### config.mk
export PLATFORM = sky130hd
export DESIGN_NAME = frame_request_arbiter
export DESIGN_NICKNAME = d
export VERILOG_FILES = /design/src/rtl/frame_request_arbiter.sv
export SDC_FILE = /design/constraint.sdc
export NUM_CORES = 1
export LEC_CHECK = 0
export ABC_CLOCK_PERIOD_IN_PS = 2800
export BUFFER_PORTS_ARGS = -buffer_cell sky130_fd_sc_hd__buf_4
export CAP_MARGIN = 40
export CORE_MARGIN = 8
export CORE_UTILIZATION = 25
export CTS_BUF_LIST = sky130_fd_sc_hd__clkbuf_2
export DETAILED_ROUTE_END_ITERATION = 6
export GPL_ROUTABILITY_DRIVEN = 0
export PLACE_DENSITY = 0.45
export SLEW_MARGIN = 0
export SYNTH_ARGS = -nofsm -noshare
export SYNTH_HDL_FRONTEND = slang
export SYNTH_SLANG_ARGS = --single-unit
### constraint.sdc
create_clock -name clk -period 2.8 [get_ports clk]
set_clock_uncertainty 0.2 [all_clocks]
set_input_delay 0.14 -clock clk [delete_from_list [all_inputs] [get_ports clk]]
set_output_delay 0.14 -clock clk [all_outputs]
set_load 0.01 [all_outputs]
### src/rtl/frame_request_arbiter.sv
// Frame-request arbiter for the CMOS capture path: picks one of N_CH request sources,
// issues sensor frame triggers and DDR3 write starts, with deferred switching and a watchdog.
module frame_request_arbiter #(
    parameter int unsigned N_CH        = 32'd4,
    parameter int unsigned CH_W        = 32'd2,
    parameter int unsigned SYNC_STAGES = 32'd2,
    parameter int unsigned TIMEOUT     = 24'd12_000_000,
    parameter int unsigned TO_W        = 32'd24,
    parameter int unsigned FCNT_W      = 32'd16
) (
    input  logic              clk,
    input  logic              rst_n,
    input  logic              initial_done,
    input  logic              write_frame_done,
    input  logic              black_output,
    input  logic [N_CH-1:0]   sel_req,
    input  logic [N_CH-1:0]   frame_req,
    input  logic [N_CH-1:0]   data_req,
    output logic              frame_trigger,
    output logic              write_start,
    output logic              request_data,
    output logic [CH_W-1:0]   active_ch,
    output logic [FCNT_W-1:0] frame_count,
    output logic              timeout_err
);

    typedef enum logic [1:0] {
        ST_WAIT_INIT = 2'd0,
        ST_IDLE      = 2'd1,
        ST_BUSY      = 2'd2
    } state_t;

    localparam logic [TO_W-1:0]   WD_LAST  = TO_W'(TIMEOUT - 32'd1);
    localparam logic [TO_W-1:0]   WD_ONE   = TO_W'(32'd1);
    localparam logic [FCNT_W-1:0] FCNT_ONE = FCNT_W'(32'd1);

    function automatic logic [CH_W-1:0] lowest_set(input logic [N_CH-1:0] v);
        logic [CH_W-1:0] idx;
        logic            found;
        idx   = '0;
        found = 1'b0;
        for (int i = 0; i < int'(N_CH); i++) begin
            if (v[i] && !found) begin
                idx   = CH_W'(i);
                found = 1'b1;
            end
        end
        return idx;
    endfunction

    state_t                 state_r;
    logic [CH_W-1:0]        active_ch_r;
    logic [CH_W-1:0]        pend_ch_r;
    logic                   pend_vld_r;
    logic [TO_W-1:0]        wd_r;
    logic [FCNT_W-1:0]      frame_count_r;
    logic                   frame_trigger_r;
    logic                   timeout_err_r;
    logic [SYNC_STAGES-1:0] sync_r;
    logic                   sync_last_r;
    logic                   init_rise_r;
    logic                   armed_r;
    logic                   armed_d1_r;
    logic                   armed_d2_r;
    logic                   write_start_r;
    logic                   request_data_r;

    logic                   sel_vld_s;
    logic [CH_W-1:0]        sel_idx_s;
    logic                   pend_vld_s;
    logic [CH_W-1:0]        pend_ch_s;
    logic                   wd_hit_s;

    // Decode the incoming selection and merge it with any stored pending switch.
    always_comb begin
        sel_vld_s = |sel_req;
        sel_idx_s = lowest_set(sel_req);
        wd_hit_s  = (wd_r == WD_LAST);
        if (sel_vld_s) begin
            pend_vld_s = 1'b1;
            pend_ch_s  = sel_idx_s;
        end else begin
            pend_vld_s = pend_vld_r;
            pend_ch_s  = pend_ch_r;
        end
    end

    // Synchronise initial_done and register its rising edge.
    always_ff @(posedge clk or negedge rst_n) begin
        if (!rst_n) begin
            sync_r      <= '0;
            sync_last_r <= 1'b0;
            init_rise_r <= 1'b0;
        end else begin
            sync_r      <= {sync_r[SYNC_STAGES-2:0], initial_done};
            sync_last_r <= sync_r[SYNC_STAGES-1];
            init_rise_r <= sync_r[SYNC_STAGES-1] & ~sync_last_r;
        end
    end

    // Frame FSM with channel ownership, watchdog, frame counter and one-cycle pulses.
    always_ff @(posedge clk or negedge rst_n) begin
        if (!rst_n) begin
            state_r         <= ST_WAIT_INIT;
            active_ch_r     <= '0;
            pend_ch_r       <= '0;
            pend_vld_r      <= 1'b0;
            wd_r            <= '0;
            frame_count_r   <= '0;
            frame_trigger_r <= 1'b0;
            timeout_err_r   <= 1'b0;
        end else begin
            frame_trigger_r <= 1'b0;
            timeout_err_r   <= 1'b0;
            case (state_r)
                ST_WAIT_INIT: begin
                    if (sel_vld_s) begin
                        active_ch_r <= sel_idx_s;
                    end
                    if (active_ch_r != '0) begin
                        state_r <= ST_IDLE;
                    end else if (init_rise_r) begin
                        frame_trigger_r <= 1'b1;
                        frame_count_r   <= frame_count_r + FCNT_ONE;
                        wd_r            <= '0;
                        state_r         <= ST_BUSY;
                    end
                end
                ST_IDLE: begin
                    if (sel_vld_s) begin
                        active_ch_r <= sel_idx_s;
                    end
                    // Channel 0 free-runs; on-demand channels wait for their own request.
                    if ((active_ch_r == '0) || frame_req[active_ch_r]) begin
                        frame_trigger_r <= 1'b1;
                        frame_count_r   <= frame_count_r + FCNT_ONE;
                        wd_r            <= '0;
                        state_r         <= ST_BUSY;
                    end
                end
                ST_BUSY: begin
                    if (write_frame_done || wd_hit_s) begin
                        timeout_err_r <= wd_hit_s & ~write_frame_done;
                        if ((active_ch_r == '0) && !pend_vld_s) begin
                            frame_trigger_r <= 1'b1;
                            frame_count_r   <= frame_count_r + FCNT_ONE;
                            wd_r            <= '0;
                        end else begin
                            state_r    <= ST_IDLE;
                            wd_r       <= '0;
                            pend_vld_r <= 1'b0;
                            if (pend_vld_s) begin
                                active_ch_r <= pend_ch_s;
                            end
                        end
                    end else begin
                        wd_r <= wd_r + WD_ONE;
                        if (sel_vld_s) begin
                            pend_ch_r  <= sel_idx_s;
                            pend_vld_r <= 1'b1;
                        end
                    end
                end
                default: begin
                    state_r    <= ST_WAIT_INIT;
                    wd_r       <= '0;
                    pend_vld_r <= 1'b0;
                end
            endcase
        end
    end

    // Arm on blanking after a trigger; write_start is the delayed rising edge of armed.
    always_ff @(posedge clk or negedge rst_n) begin
        if (!rst_n) begin
            armed_r       <= 1'b0;
            armed_d1_r    <= 1'b0;
            armed_d2_r    <= 1'b0;
            write_start_r <= 1'b0;
        end else begin
            if (frame_trigger_r) begin
                armed_r <= 1'b0;
            end else if (black_output) begin
                armed_r <= 1'b1;
            end
            armed_d1_r    <= armed_r;
            armed_d2_r    <= armed_d1_r;
            write_start_r <= armed_d1_r & ~armed_d2_r;
        end
    end

    // Readout data request of the owning channel.
    always_ff @(posedge clk or negedge rst_n) begin
        if (!rst_n) begin
            request_data_r <= 1'b0;
        end else begin
            request_data_r <= data_req[active_ch_r];
        end
    end

    assign frame_trigger = frame_trigger_r;
    assign write_start   = write_start_r;
    assign request_data  = request_data_r;
    assign active_ch     = active_ch_r;
    assign frame_count   = frame_count_r;
    assign timeout_err   = timeout_err_r;

endmodule

==> summary.txt, run 1 <==
Ratio of cells with drive above 1 in the final layout: 24.0%
Worst hold slack: 0.0793 ns
Iter 0 DRT Violations: 86
Crit. Startpoint: wd_r[0]$_DFFE_PN0P_
Worst Path Arrival: 2.69 ns
WP buf/inv: 0
Final count of negative-setup-slack endpoints: 0
RR Startpoint: wd_r[0]$_DFFE_PN0P_
Clk pwr share: 24.5%
Avg Inst Size Synth: 10.4 um^2
Slowest cell delay on critical path: 0.45 ns
Post-Layout Cell Count: 484
Period utilisation layout: 88.9%
Switching Share: 35.4%
Fill cell count: 1157
I/O Buffers: 37
Hold/Removal Path Class: in -> async
Most common cell after layout, fill and taps aside: dfrtp_1
CTS root buf: clkbuf_2
Yosys top cell by area: dfrtp_1
DRC viols: 0
Tot Pwr: 2.55 mW
Synth Register Bits: 58
Placed insts: 454
DIE HEIGHT: 123 um
Post-synth EDFFs: 0
Pins Over Slew Limit: 0
Sequential share of the synthesized area: 50.8%
Diode count: 0
Ports: 39
Overall Global Routing Usage: 9.26%
Crit path top cell by count: nand3_1
Max-cap violations: 0
Synth top area share: 50.8%
Syn Nets: 295
Number of global-route vias before repair: 2258
Clk sinks: 58
Commonest non-fill, non-tap cells in the layout: 58 x dfrtp_1, 44 x buf_4, 31 x nor2_1
Routed wire length: 6.45 mm
Htree depth: 3
CP Launch Type: register
Delay-heaviest family, CP: simple AND/OR/NAND/NOR gates
Setup_tns: 0 ns
DR WL/cell: 13.3 um
Area grow syn2layout: 25.7%
Status: completed
P per Cell Area: 709 nW/um^2
Mapped Area: 2860 um^2
Initial antenna violation count: 0
Die width: 123 um
Worst vdd ir: 0.000395 V
Slowest-stage cell, CP: nor3_2
Ys flop type: dfrtp_1
Core region area: 11300 um^2
Largest net degree at the start of global routing: 59
Drt pass-1 iters: 4
Cell Chain, Critical Path: ha_1 -> nand3_1 -> or2_2 -> nor3_2 -> nand3_1 -> xor2_1 -> o21ai_0
CTS max path bufs: 2
Post-synthesis cell count: 276
Initial core utilization: 25.4%
Total gr overflow: 0
Synth cell types: 53
P_leak: 1.57 nW
Crit Path Max Fanout: 7
CTS tree: yes
Die area: 15100 um^2
Logic pwr share: 32.1%
Sequential cell area: 1450 um^2
YS warnings: 0
DRT antenna net count: 0
Actual slew at the worst max-slew pin: 0.762 ns
Site Rows: 39
CP Data Required Time: 3.00 ns
Net switching power: 901 uW
Sequential share of power: 43.4%
Ys async rst share: 100%
Final Hold Violating Endpoints: 0
Total clock buffers created by CTS: 9
RSZ-0062 raised after global routing: false
Crit path kind: reg -> reg
Top cells by area, synth: dfrtp_1 51%, o21ai_0 4.6%, xnor2_1 4.3%
DP HPWL: 4.34 mm
Worst-path clk slew: 0.19 ns
Worst-Skew Late Latency: 0.46 ns
Vias/cell: 4.63
Pint: 1.65 mW
Nets: 355
Fin crit period: 2.49 ns
Setup crit end kind: register
Slew headroom: 49.2%
Multi-input logic area: 1330 um^2
Vias: 2241
First-pass GRT wire length: 11.2 mm
Fmax: 0.402 GHz
## path summary, 6_finish.rpt
path	end	slack, ns	depth (start not counted)
worst max-delay path	wd_r[18]$_DFFE_PN0P_	0.31	7
worst min-delay path	request_data$_DFF_PN0_	0.08	2
worst max register to register	wd_r[18]$_DFFE_PN0P_	0.31	7
worst min register to register	sync_r[1]$_DFF_PN0_	0.18	0
max in group asynchronous	wd_r[2]$_DFFE_PN0P_	1.82	2
min in group clk	sync_r[0]$_DFF_PN0_	0.12	2
## repair_timing
| item | 4_1_cts | 5_1_grt |
|---|---|---|
| resized for setup | 0 | 0 |
| hold buffers | 14 | 0 |
| hold endpoints to repair | 72 | 0 |
| setup buffers | 0 | 0 |
## layout make-up
class / instances / share of cell area [%]
Tap cell: 143 / 4.98
Clock inverter: 7 / 2.61
Sequential cell: 58 / 40.4
Multi-Input combinational cell: 204 / 37.0
Clock buffer: 9 / 1.25
Inverter: 5 / 0.662
Timing Repair Buffer: 58 / 13.1
## sequential cells by signal (all words and copies together) (netlist names)
name           cells
armed_r            1
frame_trigger      1
active_ch          2
state_r            2
request_data       1
armed_d2_r         1
frame_count       16
armed_d1_r         1
pend_ch_r          2
init_rise_r        1
pend_vld_r         1
sync_last_r        1
wd_r              24
sync_r             2
timeout_err        1
write_start        1
## Yosys cell counts, drive strengths merged, types with 2 or more instances
master and n:
clkbuf 7, and4 4, inv 5, nor2 31, nand2b 3, o21a 2
o21ai 26, nand3b 3, o41ai 2, nor2b 3, ha 2, dfrtp 58
and3 7, nor3b 2, xnor2 17, a21o 4, nor4 3, buf 2
nand3 18, nor3 2, nand2 23, a31oi 3, nand4 12, or4b 2
a21oi 11, xor2 4, o31ai 5
## power groups by stage
stage | Sequential, mW | Clock [mW] | Combinational, mW
global placement | 1.12 | 0 | 0.812
CTS | 1.11 | 0.655 | 0.834
global route | 1.14 | 0.698 | 0.917
finish | 1.11 | 0.624 | 0.817
detailed placement | 1.12 | 0 | 0.805
floorplan | 1.12 | 0 | 0.523
## per-stage QoR
| stage | util [%] | worst slack, ns | instance area [um^2] |
|---|---|---|---|
| 3_5_place_dp | 29.4 | 0.302 | 3310 |
| 3_3_place_gp | 29.4 | 0.336 | 3310 |
| 4_1_cts | 31.9 | 0.274 | 3590 |
| 2_1_floorplan | - | 0.529 | 2860 |
| 6_report | 31.9 | 0.309 | 3590 |
| 5_1_grt | 31.9 | 0.0753 | 3590 |
## per-layer routing
layer | wire, um | track usage (%)
met5 | 0 | 0
met4 | 65 | 4.34
met3 | 254 | 2.92
met2 | 2780 | 12.9
met1 | 3350 | 12.7
## logic make-up (layout without fill, tap and decap cells)
logic type | Yosys count | after routing | synth area share, %
buffers and inverters | 14 | 79 | 2.67
and+or+nand+nor | 118 | 118 | 23.2
DFF | 58 | 58 | 50.8
AOI/OAI and AO/OA | 60 | 60 | 13.7
adders and majority gates | 2 | 2 | 0.876
xor gates and xnor gates | 21 | 21 | 7.22
muxes | 3 | 3 | 1.53
Power figures use the tool's default switching activity.
==> inputs of run 2 (changes only) <==
ABC_AREA = 1   (was not set)
GPL_TIMING_DRIVEN = 0   (was not set)
==> run 2 against run 1 <==
Compared with the run above:
- the run now ends with negative hold slack left
- worst setup slack lost 0.066 ns
- combinational power grew 37%
- cell count grew 55%
- die area grew 19%
- critical path depth grew 2
- clock-buffer cell count is the same
- final area grew 20%
- synthesized cell count grew 81%
- via count grew 51%
- power grew 14%
- flip-flop and latch count is the same
- clock power grew 8.7%
- critical path type unchanged
- critical endpoint is now active_ch[0]$_DFFE_PN0P_
- highest routed layer unchanged
==> summary.txt, run 2 <==
Largest net degree at the start of global routing: 59
Actual slew at the worst max-slew pin: 0.758 ns
Pins Over Slew Limit: 0
Max-cap violations: 0
CP Data Required Time: 3.06 ns
Area grow syn2layout: 23.8%
Slowest-stage cell, CP: dlygate4sd3_1
Vias: 3373
Fill cell count: 1561
Post-Layout Cell Count: 752
Avg Inst Size Synth: 6.98 um^2
YS warnings: 0
Final instance area: 4320 um^2
CTS root buf: clkbuf_2
Worst-Skew Late Latency: 0.52 ns
Layout Utilization: 31.4%
Die width: 134 um
Mapped Area: 3490 um^2
Worst vdd ir: 0.000232 V
Post-synth EDFFs: 0
First-pass GRT wire length: 16.7 mm
Syn Nets: 519
RSZ-0062 raised after global routing: false
Max reg flops: 24
Ports: 39
Sequential share of power: 38.1%
Synth top area share: 41.6%
DRT antenna net count: 0
Setup_tns: 0 ns
WP buf/inv: 5
Die area: 18000 um^2
Failing checks: negative hold slack
Net switching power: 1.23 mW
Logic pwr share: 38.5%
Sequential share of the synthesized area: 41.6%
Synth Register Bits: 58
Slowest cell delay on critical path: 0.56 ns
Total gr overflow: 0
Commonest cells post-synth: 182 x nand2_1, 73 x nor2_1, 58 x dfrtp_1
Ratio of cells with drive above 1 in the final layout: 13.7%
Worst-path clk slew: 0.20 ns
Htree depth: 3
Worst Path Arrival: 2.82 ns
Reg with most FFs: wd_r
Crit Path Max Fanout: 7
Placed insts: 717
Clk sinks: 58
DP Area: 3990 um^2
Post-CTS Resized: 0
Drt pass-1 iters: 5
Yosys top cell by area: dfrtp_1
Top-count cell post-synth: nand2_1
Delay-heaviest family, CP: buffers and inverters
Routed wire length: 9.65 mm
DR WL/cell: 12.8 um
Iter 0 DRT Violations: 273
Site Rows: 43
I/O Buffers: 37
Top cells by area, synth: dfrtp_1 42%, nand2_1 20%, nor2_1 7.9%
Switching Share: 42.6%
CP Launch Type: register
Number of global-route vias before repair: 3329
Post-synthesis cell count: 500
Initial core utilization: 25.3%
Crit path kind: reg -> reg
Fin crit period: 2.56 ns
Total clock buffers created by CTS: 9
DIE HEIGHT: 134 um
Overall Global Routing Usage: 11.4%
Initial antenna violation count: 1
DRC viols: 0
Ys flop type: dfrtp_1
Period utilisation layout: 91.3%
Worst hold slack: -0.00707 ns
DP HPWL: 7.00 mm
Commonest non-fill, non-tap cells in the layout: 182 x nand2_1, 73 x nor2_1, 58 x dfrtp_1
Multi-input logic area: 1780 um^2
CTS tree: yes
Cell Chain, Critical Path: buf_4 -> inv_1 -> nor2_4 -> inv_1 -> o21ai_0 -> dlygate4sd3_1 -> nand2_1 -> dlygate4sd3_1 -> o21ai_0
Ys async rst share: 100%
P per Cell Area: 671 nW/um^2
Clk pwr share: 23.4%
Final Hold Violating Endpoints: 4
Core region area: 13800 um^2
Pint: 1.67 mW
Vias/cell: 4.49
P_leak: 2.03 nW
Fmax: 0.391 GHz
Status: finished with violations
Final count of negative-setup-slack endpoints: 0
Most common cell after layout, fill and taps aside: nand2_1
Setup crit end kind: register
CTS max path bufs: 2
Sequential cell area: 1450 um^2
Hold/Removal Path Class: in -> async
Nets: 585
Synth cell types: 32
Slew headroom: 49.5%
[run 2: cell count changes after synthesis, sizes merged, moves of 14 or more]
cell	delta
nor2	+46
nand4	+19
nand2	+163
nand3	+20
inv	+43
xnor2	-14
[run 2: layout make-up]
cell class	instances	area share, %
Sequential cell	58	33.6
Tap cell	180	5.21
Timing Repair Buffer	55	10.6
Buffer	11	1.71
Antenna cell	1	0.0579
Multi-Input combinational cell	383	41.2
Clock buffer	9	1.04
Inverter	48	4.23
Clock inverter	7	2.35
[run 2: metrics by stage]
step / hold slack [ns] / power [mW] / setup WS (ns)
floorplan: -0.356 / 1.80 / 0.964
global placement: 0.0516 / 2.20 / 0.616
detailed placement: 0.0517 / 2.22 / 0.589
CTS: 0.00386 / 2.95 / 0.222
global route: 0.0472 / 3.11 / 0.0793
finish: -0.00707 / 2.90 / 0.243
[run 2: logic make-up (layout without fill, tap and decap cells)]
| group | Yosys count | after routing | synth area share [%] |
|---|---|---|---|
| compound gates | 26 | 26 | 4.16 |
| xor+xnor | 14 | 14 | 3.51 |
| fa+ha+maj | 2 | 2 | 0.717 |
| buf+inv | 59 | 130 | 7.35 |
| flops | 58 | 58 | 41.6 |
| other cells | 0 | 1 | 0 |
| simple gates | 341 | 341 | 42.7 |
[run 2: final timing paths]
kind	start	cells past startpoint	slack, ns	end
setup / recovery	state_r[1]$_DFFE_PN0P_	9	0.24	active_ch[0]$_DFFE_PN0P_
hold / removal	rst_n	2	-0.007	wd_r[18]$_DFFE_PN0P_
setup reg to reg	state_r[1]$_DFFE_PN0P_	9	0.24	active_ch[0]$_DFFE_PN0P_
hold reg to reg	sync_r[0]$_DFF_PN0_	0	0.18	sync_r[1]$_DFF_PN0_
max in group asynchronous	rst_n	2	1.89	wd_r[6]$_DFFE_PN0P_
min in group clk	frame_req[3]	8	0.05	wd_r[1]$_DFFE_PN0P_
[run 2: layer usage]
metal	up-vias	global-route usage [%]	part of all wire [%]
li1	1737	-	-
met2	65	17.1	44
met4	0	5.61	0.93
met5	-	0	0
met3	4	1.87	4.1
met1	1567	15.6	51
[run 2: power by group through the flow]
| stage | Combinational (mW) | Sequential, mW | Clock [mW] |
|---|---|---|---|
| floorplan | 0.681 | 1.12 | 0 |
| global placement | 1.08 | 1.12 | 0 |
| finish | 1.12 | 1.10 | 0.678 |
| CTS | 1.14 | 1.11 | 0.705 |
| detailed placement | 1.09 | 1.12 | 0 |
| global route | 1.25 | 1.13 | 0.731 |
[run 2: timing repair]
| item | in CTS | in global routing |
|---|---|---|
| endpoints found under the hold margin | 92 | 0 |
| hold buffers | 18 | 0 |
| setup endpoints to repair | 0 | 0 |
| setup buffers | 0 | 0 |
[run 2: worst register-to-register path, stage by stage, from the launching register on]
cell	delay [ns]
dfrtp_1	0.37
buf_4	0.14
inv_1	0.10
nor2_4	0.19
inv_1	0.12
o21ai_0	0.08
dlygate4sd3_1	0.56
nand2_1	0.05
dlygate4sd3_1	0.55
o21ai_0	0.15
